`config.mk`:
```
export PLATFORM = sky130hd
export DESIGN_NAME = cpu_run_ctrl_flat
export DESIGN_NICKNAME = d
export VERILOG_FILES = /design/src/rtl/cpu_run_pkg.sv /design/src/rtl/cpu_run_ctrl_if.sv /design/src/rtl/run_trace_buf.sv /design/src/rtl/cpu_run_ctrl.sv /design/src/flat_wrapper.sv
export SDC_FILE = /design/constraint.sdc
export NUM_CORES = 1
export LEC_CHECK = 0
export ABC_AREA = 1
export CORE_UTILIZATION = 57
export CTS_CLUSTER_DIAMETER = 40
export CTS_CLUSTER_SIZE = 14
export DETAILED_ROUTE_END_ITERATION = 7
export DONT_BUFFER_PORTS = 1
export GPL_TIMING_DRIVEN = 0
export PLACE_DENSITY = 0.75
export SYNTH_ARGS = -nofsm -noshare
export SYNTH_HDL_FRONTEND = slang
export SYNTH_SLANG_ARGS = --single-unit
export TNS_END_PERCENT = 50
```
`constraint.sdc`:
```
create_clock -name clk -period 1.6 [get_ports clk]
set_input_delay 0.4 -clock clk [delete_from_list [all_inputs] [get_ports clk]]
set_output_delay 0.4 -clock clk [all_outputs]
set_load 0.05 [all_outputs]
```
`src/rtl/cpu_run_pkg.sv`:
```
// Shared state encoding and default widths for the lab CPU run controller.
package cpu_run_pkg;

   localparam int CPU_DATA_W = 16;
   localparam int CPU_STA_W  = 3;

   typedef enum logic [2:0] {
      ST_IDLE,
      ST_RESET,
      ST_RUN,
      ST_PASS,
      ST_FAIL
   } run_state_t;

   function automatic int cnt_width(input int max_cycles);
      return $clog2(max_cycles + 1);
   endfunction

endpackage

```
`src/rtl/cpu_run_ctrl_if.sv`:
```
// Bundle between the run controller and board/CPU: start, expectations, CPU observation, status and trace read.
interface cpu_run_ctrl_if
   import cpu_run_pkg::*;
#(
   parameter int DATA_W = CPU_DATA_W,
   parameter int STA_W  = CPU_STA_W,
   parameter int CNT_W  = cnt_width(50),
   parameter int TIDX_W = 3
) ();

   logic              start;
   logic [DATA_W-1:0] exp_value;
   logic [DATA_W-1:0] exp_mask;
   logic [STA_W-1:0]  exp_sta;
   logic [STA_W-1:0]  sta_mask;
   logic [DATA_W-1:0] datapath_out;
   logic [STA_W-1:0]  sta;
   logic              cpu_reset;
   logic              busy;
   logic              pass;
   logic              fail;
   logic [CNT_W-1:0]  cycle_count;
   logic [DATA_W-1:0] result;
   logic [TIDX_W-1:0] trace_rd_idx;
   logic [DATA_W-1:0] trace_rd_data;
   logic [TIDX_W:0]   trace_count;

   modport slave (
      input  start, exp_value, exp_mask, exp_sta, sta_mask, datapath_out, sta, trace_rd_idx,
      output cpu_reset, busy, pass, fail, cycle_count, result, trace_rd_data, trace_count
   );

   modport master (
      output start, exp_value, exp_mask, exp_sta, sta_mask, datapath_out, sta, trace_rd_idx,
      input  cpu_reset, busy, pass, fail, cycle_count, result, trace_rd_data, trace_count
   );

endinterface

```
`src/rtl/run_trace_buf.sv`:
```
// Ring buffer of the last DEPTH values; index 0 reads the oldest entry, reads past count return 0.
module run_trace_buf #(
   parameter int DATA_W = 16,
   parameter int DEPTH  = 8
) (
   input  logic                     clk,
   input  logic                     reset,
   input  logic                     clr,
   input  logic                     wr_en,
   input  logic [DATA_W-1:0]        wr_data,
   input  logic [$clog2(DEPTH)-1:0] rd_idx,
   output logic [DATA_W-1:0]        rd_data,
   output logic [$clog2(DEPTH):0]   count
);

   localparam int IDX_W = $clog2(DEPTH);
   localparam int CNT_W = IDX_W + 1;

   logic [DATA_W-1:0] mem [DEPTH];
   logic [IDX_W-1:0]  wr_ptr;
   logic [IDX_W-1:0]  oldest;
   logic [IDX_W-1:0]  rd_addr;
   logic              full;

   assign full    = count == CNT_W'(DEPTH);
   // Once full, the write pointer sits on the oldest entry; DEPTH is a power of two so the add wraps.
   assign oldest  = full ? wr_ptr : '0;
   assign rd_addr = oldest + rd_idx;
   assign rd_data = ({1'b0, rd_idx} < count) ? mem[rd_addr] : '0;

   always_ff @(posedge clk or negedge reset) begin
      if (!reset) begin
         wr_ptr <= '0;
         count  <= '0;
      end else if (clr) begin
         wr_ptr <= '0;
         count  <= '0;
      end else if (wr_en) begin
         wr_ptr <= wr_ptr + IDX_W'(1);
         if (!full) begin
            count <= count + CNT_W'(1);
         end
      end
   end

   always_ff @(posedge clk) begin
      if (wr_en && !clr) begin
         mem[wr_ptr] <= wr_data;
      end
   end

endmodule

```
`src/rtl/cpu_run_ctrl.sv`:
```
// Holds the CPU in reset, runs it for a bounded budget and checks masked datapath/status for PASS/FAIL.
// Optional change-trace of datapath_out is built only when CPU_RUN_CTRL_TRACE_EN is defined.
module cpu_run_ctrl
   import cpu_run_pkg::*;
#(
   parameter int DATA_W      = CPU_DATA_W,
   parameter int STA_W       = CPU_STA_W,
   parameter int RST_CYCLES  = 2,
   parameter int MAX_CYCLES  = 50,
   parameter int TRACE_DEPTH = 8
) (
   input  logic          clk,
   input  logic          reset,
   cpu_run_ctrl_if.slave bus
);

   localparam int CNT_W  = cnt_width(MAX_CYCLES);
   localparam int RCNT_W = (RST_CYCLES > 1) ? $clog2(RST_CYCLES) : 1;

   run_state_t        state;
   run_state_t        state_nxt;
   logic [RCNT_W-1:0] rst_cnt;
   logic [CNT_W-1:0]  cycle_count;
   logic [DATA_W-1:0] result;
   logic              cpu_reset;
   logic              busy;
   logic              pass;
   logic              fail;
   logic              enter_reset;
   logic              rst_done;
   logic              last_cycle;
   logic              data_ok;
   logic              sta_ok;
   logic              match;

   assign data_ok    = ((bus.datapath_out ^ bus.exp_value) & bus.exp_mask) == '0;
   assign sta_ok     = ((bus.sta ^ bus.exp_sta) & bus.sta_mask) == '0;
   assign match      = data_ok && sta_ok;
   assign rst_done   = rst_cnt == RCNT_W'(RST_CYCLES - 1);
   assign last_cycle = cycle_count == CNT_W'(MAX_CYCLES - 1);

   always_ff @(posedge clk or negedge reset) begin
      if (!reset) begin
         state <= ST_IDLE;
      end else begin
         state <= state_nxt;
      end
   end

   always_comb begin
      state_nxt   = state;
      enter_reset = 1'b0;
      case (state)
         ST_IDLE, ST_PASS, ST_FAIL: begin
            if (bus.start) begin
               state_nxt   = ST_RESET;
               enter_reset = 1'b1;
            end
         end
         ST_RESET: begin
            if (rst_done) begin
               state_nxt = ST_RUN;
            end
         end
         ST_RUN: begin
            // A match on the final budget cycle still counts as a pass.
            if (match) begin
               state_nxt = ST_PASS;
            end else if (last_cycle) begin
               state_nxt = ST_FAIL;
            end
         end
         default: state_nxt = ST_IDLE;
      endcase
   end

   // Status outputs are flops decoded from the next state so they line up with the state register.
   always_ff @(posedge clk or negedge reset) begin
      if (!reset) begin
         cpu_reset   <= 1'b1;
         busy        <= 1'b0;
         pass        <= 1'b0;
         fail        <= 1'b0;
         rst_cnt     <= '0;
         cycle_count <= '0;
         result      <= '0;
      end else begin
         cpu_reset <= (state_nxt == ST_IDLE) || (state_nxt == ST_RESET);
         busy      <= (state_nxt == ST_RESET) || (state_nxt == ST_RUN);
         pass      <= state_nxt == ST_PASS;
         fail      <= state_nxt == ST_FAIL;
         if (enter_reset) begin
            rst_cnt     <= '0;
            cycle_count <= '0;
            result      <= '0;
         end else if (state == ST_RESET) begin
            rst_cnt <= rst_cnt + RCNT_W'(1);
         end else if (state == ST_RUN) begin
            cycle_count <= cycle_count + CNT_W'(1);
            if (state_nxt != ST_RUN) begin
               result <= bus.datapath_out;
            end
         end
      end
   end

   assign bus.cpu_reset   = cpu_reset;
   assign bus.busy        = busy;
   assign bus.pass        = pass;
   assign bus.fail        = fail;
   assign bus.cycle_count = cycle_count;
   assign bus.result      = result;

`ifdef CPU_RUN_CTRL_TRACE_EN
   logic [DATA_W-1:0] trace_prev;
   logic              trace_first;
   logic              trace_wr;

   assign trace_wr = (state == ST_RUN) && (trace_first || (bus.datapath_out != trace_prev));

   always_ff @(posedge clk or negedge reset) begin
      if (!reset) begin
         trace_prev  <= '0;
         trace_first <= 1'b1;
      end else if (enter_reset) begin
         trace_first <= 1'b1;
      end else if (state == ST_RUN) begin
         trace_first <= 1'b0;
         trace_prev  <= bus.datapath_out;
      end
   end

   run_trace_buf #(
      .DATA_W (DATA_W),
      .DEPTH  (TRACE_DEPTH)
   ) u_trace (
      .clk     (clk),
      .reset   (reset),
      .clr     (enter_reset),
      .wr_en   (trace_wr),
      .wr_data (bus.datapath_out),
      .rd_idx  (bus.trace_rd_idx),
      .rd_data (bus.trace_rd_data),
      .count   (bus.trace_count)
   );
`else
   localparam int TIDX_W = $clog2(TRACE_DEPTH);

   logic unused_trace_idx;

   assign unused_trace_idx  = ^bus.trace_rd_idx;
   assign bus.trace_rd_data = '0;
   assign bus.trace_count   = {(TIDX_W + 1){1'b0}};
`endif

endmodule

```
`src/flat_wrapper.sv`:
```
// flat-port wrapper written by rule: the top's interface ports become plain ports
module cpu_run_ctrl_flat import cpu_run_pkg::*;
#(
   parameter int DATA_W      = CPU_DATA_W,
   parameter int STA_W       = CPU_STA_W,
   parameter int RST_CYCLES  = 2,
   parameter int MAX_CYCLES  = 50,
   parameter int TRACE_DEPTH = 8
)
  (clk, reset, bus_start, bus_exp_value, bus_exp_mask, bus_exp_sta, bus_sta_mask, bus_datapath_out, bus_sta, bus_trace_rd_idx, bus_cpu_reset, bus_busy, bus_pass, bus_fail, bus_cycle_count, bus_result, bus_trace_rd_data, bus_trace_count);
  cpu_run_ctrl_if #(.DATA_W(DATA_W), .STA_W(STA_W), .CNT_W(($clog2(MAX_CYCLES + 1))), .TIDX_W(($clog2(TRACE_DEPTH)))) bus_i ();
  input  logic clk;
  input  logic reset;
  input wire logic [$bits(bus_i.start)-1:0] bus_start;
  input wire logic [$bits(bus_i.exp_value)-1:0] bus_exp_value;
  input wire logic [$bits(bus_i.exp_mask)-1:0] bus_exp_mask;
  input wire logic [$bits(bus_i.exp_sta)-1:0] bus_exp_sta;
  input wire logic [$bits(bus_i.sta_mask)-1:0] bus_sta_mask;
  input wire logic [$bits(bus_i.datapath_out)-1:0] bus_datapath_out;
  input wire logic [$bits(bus_i.sta)-1:0] bus_sta;
  input wire logic [$bits(bus_i.trace_rd_idx)-1:0] bus_trace_rd_idx;
  output wire logic [$bits(bus_i.cpu_reset)-1:0] bus_cpu_reset;
  output wire logic [$bits(bus_i.busy)-1:0] bus_busy;
  output wire logic [$bits(bus_i.pass)-1:0] bus_pass;
  output wire logic [$bits(bus_i.fail)-1:0] bus_fail;
  output wire logic [$bits(bus_i.cycle_count)-1:0] bus_cycle_count;
  output wire logic [$bits(bus_i.result)-1:0] bus_result;
  output wire logic [$bits(bus_i.trace_rd_data)-1:0] bus_trace_rd_data;
  output wire logic [$bits(bus_i.trace_count)-1:0] bus_trace_count;
  assign bus_i.start = bus_start;
  assign bus_i.exp_value = bus_exp_value;
  assign bus_i.exp_mask = bus_exp_mask;
  assign bus_i.exp_sta = bus_exp_sta;
  assign bus_i.sta_mask = bus_sta_mask;
  assign bus_i.datapath_out = bus_datapath_out;
  assign bus_i.sta = bus_sta;
  assign bus_i.trace_rd_idx = bus_trace_rd_idx;
  assign bus_cpu_reset = bus_i.cpu_reset;
  assign bus_busy = bus_i.busy;
  assign bus_pass = bus_i.pass;
  assign bus_fail = bus_i.fail;
  assign bus_cycle_count = bus_i.cycle_count;
  assign bus_result = bus_i.result;
  assign bus_trace_rd_data = bus_i.trace_rd_data;
  assign bus_trace_count = bus_i.trace_count;
  cpu_run_ctrl #(.DATA_W(DATA_W), .STA_W(STA_W), .RST_CYCLES(RST_CYCLES), .MAX_CYCLES(MAX_CYCLES), .TRACE_DEPTH(TRACE_DEPTH)) u_core (.clk(clk), .reset(reset), .bus(bus_i));
endmodule
```
# ---- Yosys cells after proc, flatten, opt, wreduce, memory -nomap -nowiden
# Index checks and enable logic that the tools add are counted.
dict set report op_classes {
  n_addsub 2
  mul 0
  div 0
  n_lt_le_gt_ge 0
  n_eq_ne 11
  shift 0
  mux 16
  bitwise 4
  reduce_logical 13
}
# operator n
set op_table {}
lappend op_table {{$mux W16} 4}
lappend op_table {{$mux W6} 3}
lappend op_table {{$and A16 B16 Y16} 1}
lappend op_table {{$logic_not A16 Y1} 1}
lappend op_table {{$xor A16 B16 Y16} 1}
lappend op_table {{$eq A3 B2 Y1 const B} 4}
lappend op_table {{$mux W3} 4}
lappend op_table {{$logic_not A3 Y1} 3}
lappend op_table {{$pmux W3 S3} 1}
lappend op_table {{$add A6 B1 Y6 const B} 1}
lappend op_table {{$eq A3 B1 Y1 const B} 2}
lappend op_table {{$eq A3 B3 Y1 const B} 2}
lappend op_table {{$eq A6 B6 Y1 const B} 1}
lappend op_table {{$reduce_bool A2 Y1} 3}
lappend op_table {{$mux W1} 4}
lappend op_table {{$and A3 B3 Y3} 1}
lappend op_table {{$ne A3 B2 Y1 const B} 1}
lappend op_table {{$reduce_and A3 Y1} 1}
lappend op_table {{$reduce_or A3 Y1} 1}
lappend op_table {{$xor A3 B3 Y3} 1}
lappend op_table {{$logic_or A1 B1 Y1} 2}
lappend op_table {{$ne A2 B1 Y1 const B} 1}
lappend op_table {{$reduce_and A2 Y1} 1}
lappend op_table {{$add A1 B1 Y1 const B} 1}
lappend op_table {{$logic_and A1 B1 Y1} 1}
dict set report word_totals {
  register_bits 30
  latchBits 0
  ram_bits 0
  mem_bits_ro 0
  in_bits 63
  out_inout_bits 46
  wordCells 54
  memories 0
}

# ---- Logic depth before layout (Yosys ltp)
dict set report depth {
  depth_word 11
  mapped_depth 14
  mapped_depth_nobuf 13
}

# ---- Worst setup path after synthesis
# No wires, ideal clock.
dict set report synth_path {
  kind {register to register}
  startpoint {register u_core.cycle_count[0], in the netlist u_core.bus.cycle_count[0]}
  endpoint {register u_core.result[0], in the netlist u_core.bus.result[0]}
  setup_time_ns 0.119
  arrival_ns 1.892
  required_time_ns 1.481
  setup_slack_ns -0.411
  path_stages_with_launch 13
  path_buffers 1
  synth_period_minus_slack_ns 2.011
  path_cell_list {dfrtp_1 ha_1 nand3_1 nor3_1 nor2_1 o21bai_1 nand2_1 nand2_4 nand2_4 nand2_4 buf_6 nand2_1 nand2_1}
}
dict set report synth_between {
  elab_chain_cells 7
}
# item line
set synth_rtl {}
lappend synth_rtl {{from (decl)} cpu_run_ctrl.sv:23} ;# logic [CNT_W-1:0] cycle_count;
lappend synth_rtl {{from (signal assigned)} cpu_run_ctrl.sv:99} ;# cycle_count <= cycle_count + CNT_W'(1);
lappend synth_rtl {{$eq A6 B6 Y1} cpu_run_ctrl.sv:40} ;# assign last_cycle = cycle_count == CNT_W'(MAX_CYCLES - 1);
lappend synth_rtl {{$mux W3} cpu_run_ctrl.sv:69} ;# end else if (last_cycle) begin
lappend synth_rtl {{$mux W3} cpu_run_ctrl.sv:67} ;# if (match) begin
lappend synth_rtl {{$pmux W3 S3} cpu_run_ctrl.sv:53} ;# case (state)
lappend synth_rtl {{via u_core.state_nxt[1]} cpu_run_ctrl.sv:21} ;# run_state_t state_nxt;
lappend synth_rtl {{$ne A3 B2 Y1} cpu_run_ctrl.sv:100} ;# if (state_nxt != ST_RUN) begin
lappend synth_rtl {{$reduce_bool A2 Y1 (no source line)} n/a}
lappend synth_rtl {{$reduce_and A3 Y1 (no source line)} n/a}
lappend synth_rtl {{to (signal assigned)} cpu_run_ctrl.sv:101} ;# result <= bus.datapath_out;
lappend synth_rtl {{to (decl)} cpu_run_ctrl.sv:24} ;# logic [DATA_W-1:0] result;
# The timed path passes the listed nets, and every way through them passes these cells.
# A chain may end at the register's enable or synchronous reset.

# ---- Worst setup path after layout
dict set report layout_path {
  startpoint {register u_core.cycle_count[1], in the netlist u_core.bus.cycle_count[1]}
  endpoint {register u_core.result[2], in the netlist u_core.bus.result[2]}
}
# The elaborated chain is that of the path after synthesis.

==> summary.txt <==
first-pass GRT wire length -> 6880 um
largest net degree at the start of global routing -> 31
Setup CP Type -> reg2reg
fill count -> 288
first-pass detailed-route iteration total -> 4
most common cell after layout, fill and taps aside -> nand2_1
via-per-instance ratio -> 4.90
Worst Path Buf+Inv -> 2
Slew @ Worst Pin -> 0.582 ns
# clock sinks -> 30
DRC Markers -> 0
row count -> 21
register bit total from synthesis -> 30
initial core utilization -> 59.2%
final period utilization -> 120%
maximum vdd drop -> 0.875 mV
IO buf count -> 0
Slew HR -> 61.2%
Syn Area/Cell -> 6.79 um^2
core box area -> 3340 um^2
Core Util, Final -> 71.7%
CTS tree -> yes
largest stage delay on the critical path -> 0.54 ns
Cell Area, Synth -> 1980 um^2
area delta synth->final -> 21.2%
worst-path fanout max -> 6
DRT iter0 DRCs -> 125
commonest cells after routing, fill and taps aside -> nand2_1, inv_1, nand3_1
clock slew at reported path FFs -> 0.09 ns
Max Slew Vio Count -> 0
leakage power -> 1.34 nW
share of cells above drive strength 1 -> 22.6%
TritonCTS Buffers -> 5
outcome -> complete, but fails checks
Synth area leader -> dfrtp_1
Routability Congestion -> 0.747
grt ovf -> 0
fmax -> 519 MHz
Worst Setup End Kind -> flip-flop
I/O pin total -> 109
die area -> 3710 um^2
initial antenna violation count -> 0
crit start category -> flip-flop
Tmin final -> 1.93 ns
post-synthesis sequential area ratio -> 38.1%
Finish-stage setup viols -> 21
final net count -> 393
H-Tree Depth -> 2
n_diodes -> 0
Synth area leaders -> dfrtp_1, nand2_1, nand3_1, inv_1, buf_4
Final WS setup -> -0.328 ns
cell area power density -> 1840 nW/um^2
worst-case clock buffer depth -> 2
Tot GR Track Use -> 25.9%
Vias -> 1831
Hold/Removal Path Class -> in2reg
critical path's slowest cell -> dfrtp_2
antenna-violating nets left -> 0
CP top delay family -> simple AND/OR/NAND/NOR gates
Worst EP arrival -> 2.15 ns
Skew-Pair Late Insertion Delay -> 0.34 ns
clk root buf -> clkbuf_4
Final Hold Fails -> 0
vias in the first global route -> 1698
failing checks -> setup timing
Post-Synthesis Cells -> 291
area share of the largest cell type after synthesis -> 36.7%
number of max-cap violations -> 0
warnings from Yosys -> 0
CP cell instances -> inv_2 -> ha_4 -> nand3_4 -> nor3_4 -> nor2_1 -> o21bai_1 -> nand2_1 -> nand2_4 -> nand2_8 -> nand2_8 -> buf_6 -> nand2_1 -> nand2_1
WP data required -> 1.83 ns
CP dominant cell by count -> nand2_1
DIE WIDTH -> 60.9 um
RSZ-0062 raised after global routing -> true
drt wl/cell -> 11.8 um
WHS -> 0.177 ns
final WL -> 4420 um
clock skew -> 0.00970 ns
DP HPWL -> 3160 um
Netlist cell types -> 26
chip height -> 60.9 um
## report_power, final
group,internal [mW],leakage (nW),switching [mW],total [mW]
Sequential,1.04,0.377,1.11,2.16
Clock,0.207,0.0314,0.254,0.461
Combinational,0.689,0.929,1.11,1.80
Total,1.94,1.34,2.48,4.42
## registers in the layout (all words and copies together), names as in the netlist
name / cells
u_core.bus.busy: 1
u_core.bus.cpu_reset: 1
u_core.bus.cycle_count: 6
u_core.bus.fail: 1
u_core.bus.pass: 1
u_core.bus.result: 16
u_core.rst_cnt: 1
u_core.state: 3
## synthesized netlist by cell type, drive strengths merged
| master | instances |
|---|---|
| nand3 | 37 |
| xor2 | 1 |
| nor2 | 35 |
| ha | 2 |
| o32ai | 2 |
| inv | 44 |
| o22ai | 2 |
| dfstp | 1 |
| nor3 | 6 |
| nand2 | 86 |
| clkinv | 1 |
| buf | 23 |
| conb | 1 |
| a21oi | 7 |
| o21bai | 1 |
| clkbuf | 2 |
| dfrtp | 29 |
| o21ai | 6 |
| or2 | 5 |
## stage by stage
step / power [mW] / instance area, um^2 / setup WS (ns) / TNS [ns] / instances
2_1_floorplan: 3.21 / 2070 / -0.229 / -2.91 / 310
3_3_place_gp: 3.48 / 2130 / -0.404 / -6.19 / 356
3_5_place_dp: 3.52 / 2130 / -0.441 / -6.75 / 356
4_1_cts: 4.31 / 2340 / -0.413 / -7.37 / 374
5_1_grt: 4.70 / 2390 / -0.460 / -8.11 / 374
6_report: 4.42 / 2390 / -0.328 / -5.41 / 374
## logic make-up after synthesis
logic type      count (synthesis)  share of synthesized area (%)
simple gates                  169                           36.9
buf+inv                        70                           17.6
flops                          30                           38.1
compound gates                 18                           5.57
fa+ha+maj                       2                           1.27
xor+xnor                        1                          0.443
other cells                     1                          0.190
## timing repair
item,CTS,global route
setup endpoints to repair,25,28
hold endpoints to repair,30,0
hold buffers,2,0
gates resized for setup,17,18
setup buffers,8,0
gates cloned,1,0
pin swaps,6,9
## layout make-up
type,instances,area (um^2),share of cell area (%)
buffer,25,188,7.84
sequential,30,758,31.7
clock buffer,7,55.1,2.30
timing repair buffer,11,101,4.23
tap,46,57.6,2.40
inverter,45,171,7.16
multi-input combinational,210,1060,44.4
## routing by layer
| layer | share of wire [%] | global-route usage, % |
|---|---|---|
| met2 | 52 | 46.6 |
| met3 | 6.9 | 7.46 |
| met1 | 39 | 28.1 |
| met5 | 0 | 0 |
| met4 | 2.2 | 11.7 |
## path summary, 6_finish.rpt
kind | slack, ns | startpoint | to | cells past startpoint
min reg2reg | 0.54 | u_core.rst_cnt | u_core.rst_cnt | 2
max reg2reg | -0.33 | u_core.bus.cycle_count[1] | u_core.bus.result[2] | 13
min | 0.18 | bus_start | u_core.bus.fail | 1
max | -0.33 | u_core.bus.cycle_count[1] | u_core.bus.result[2] | 13
max in group asynchronous | 0.85 | reset | u_core.bus.cpu_reset | 2
min in group asynchronous | 0.51 | reset | u_core.bus.result[15] | 2
(Power assumes the default switching activity.)
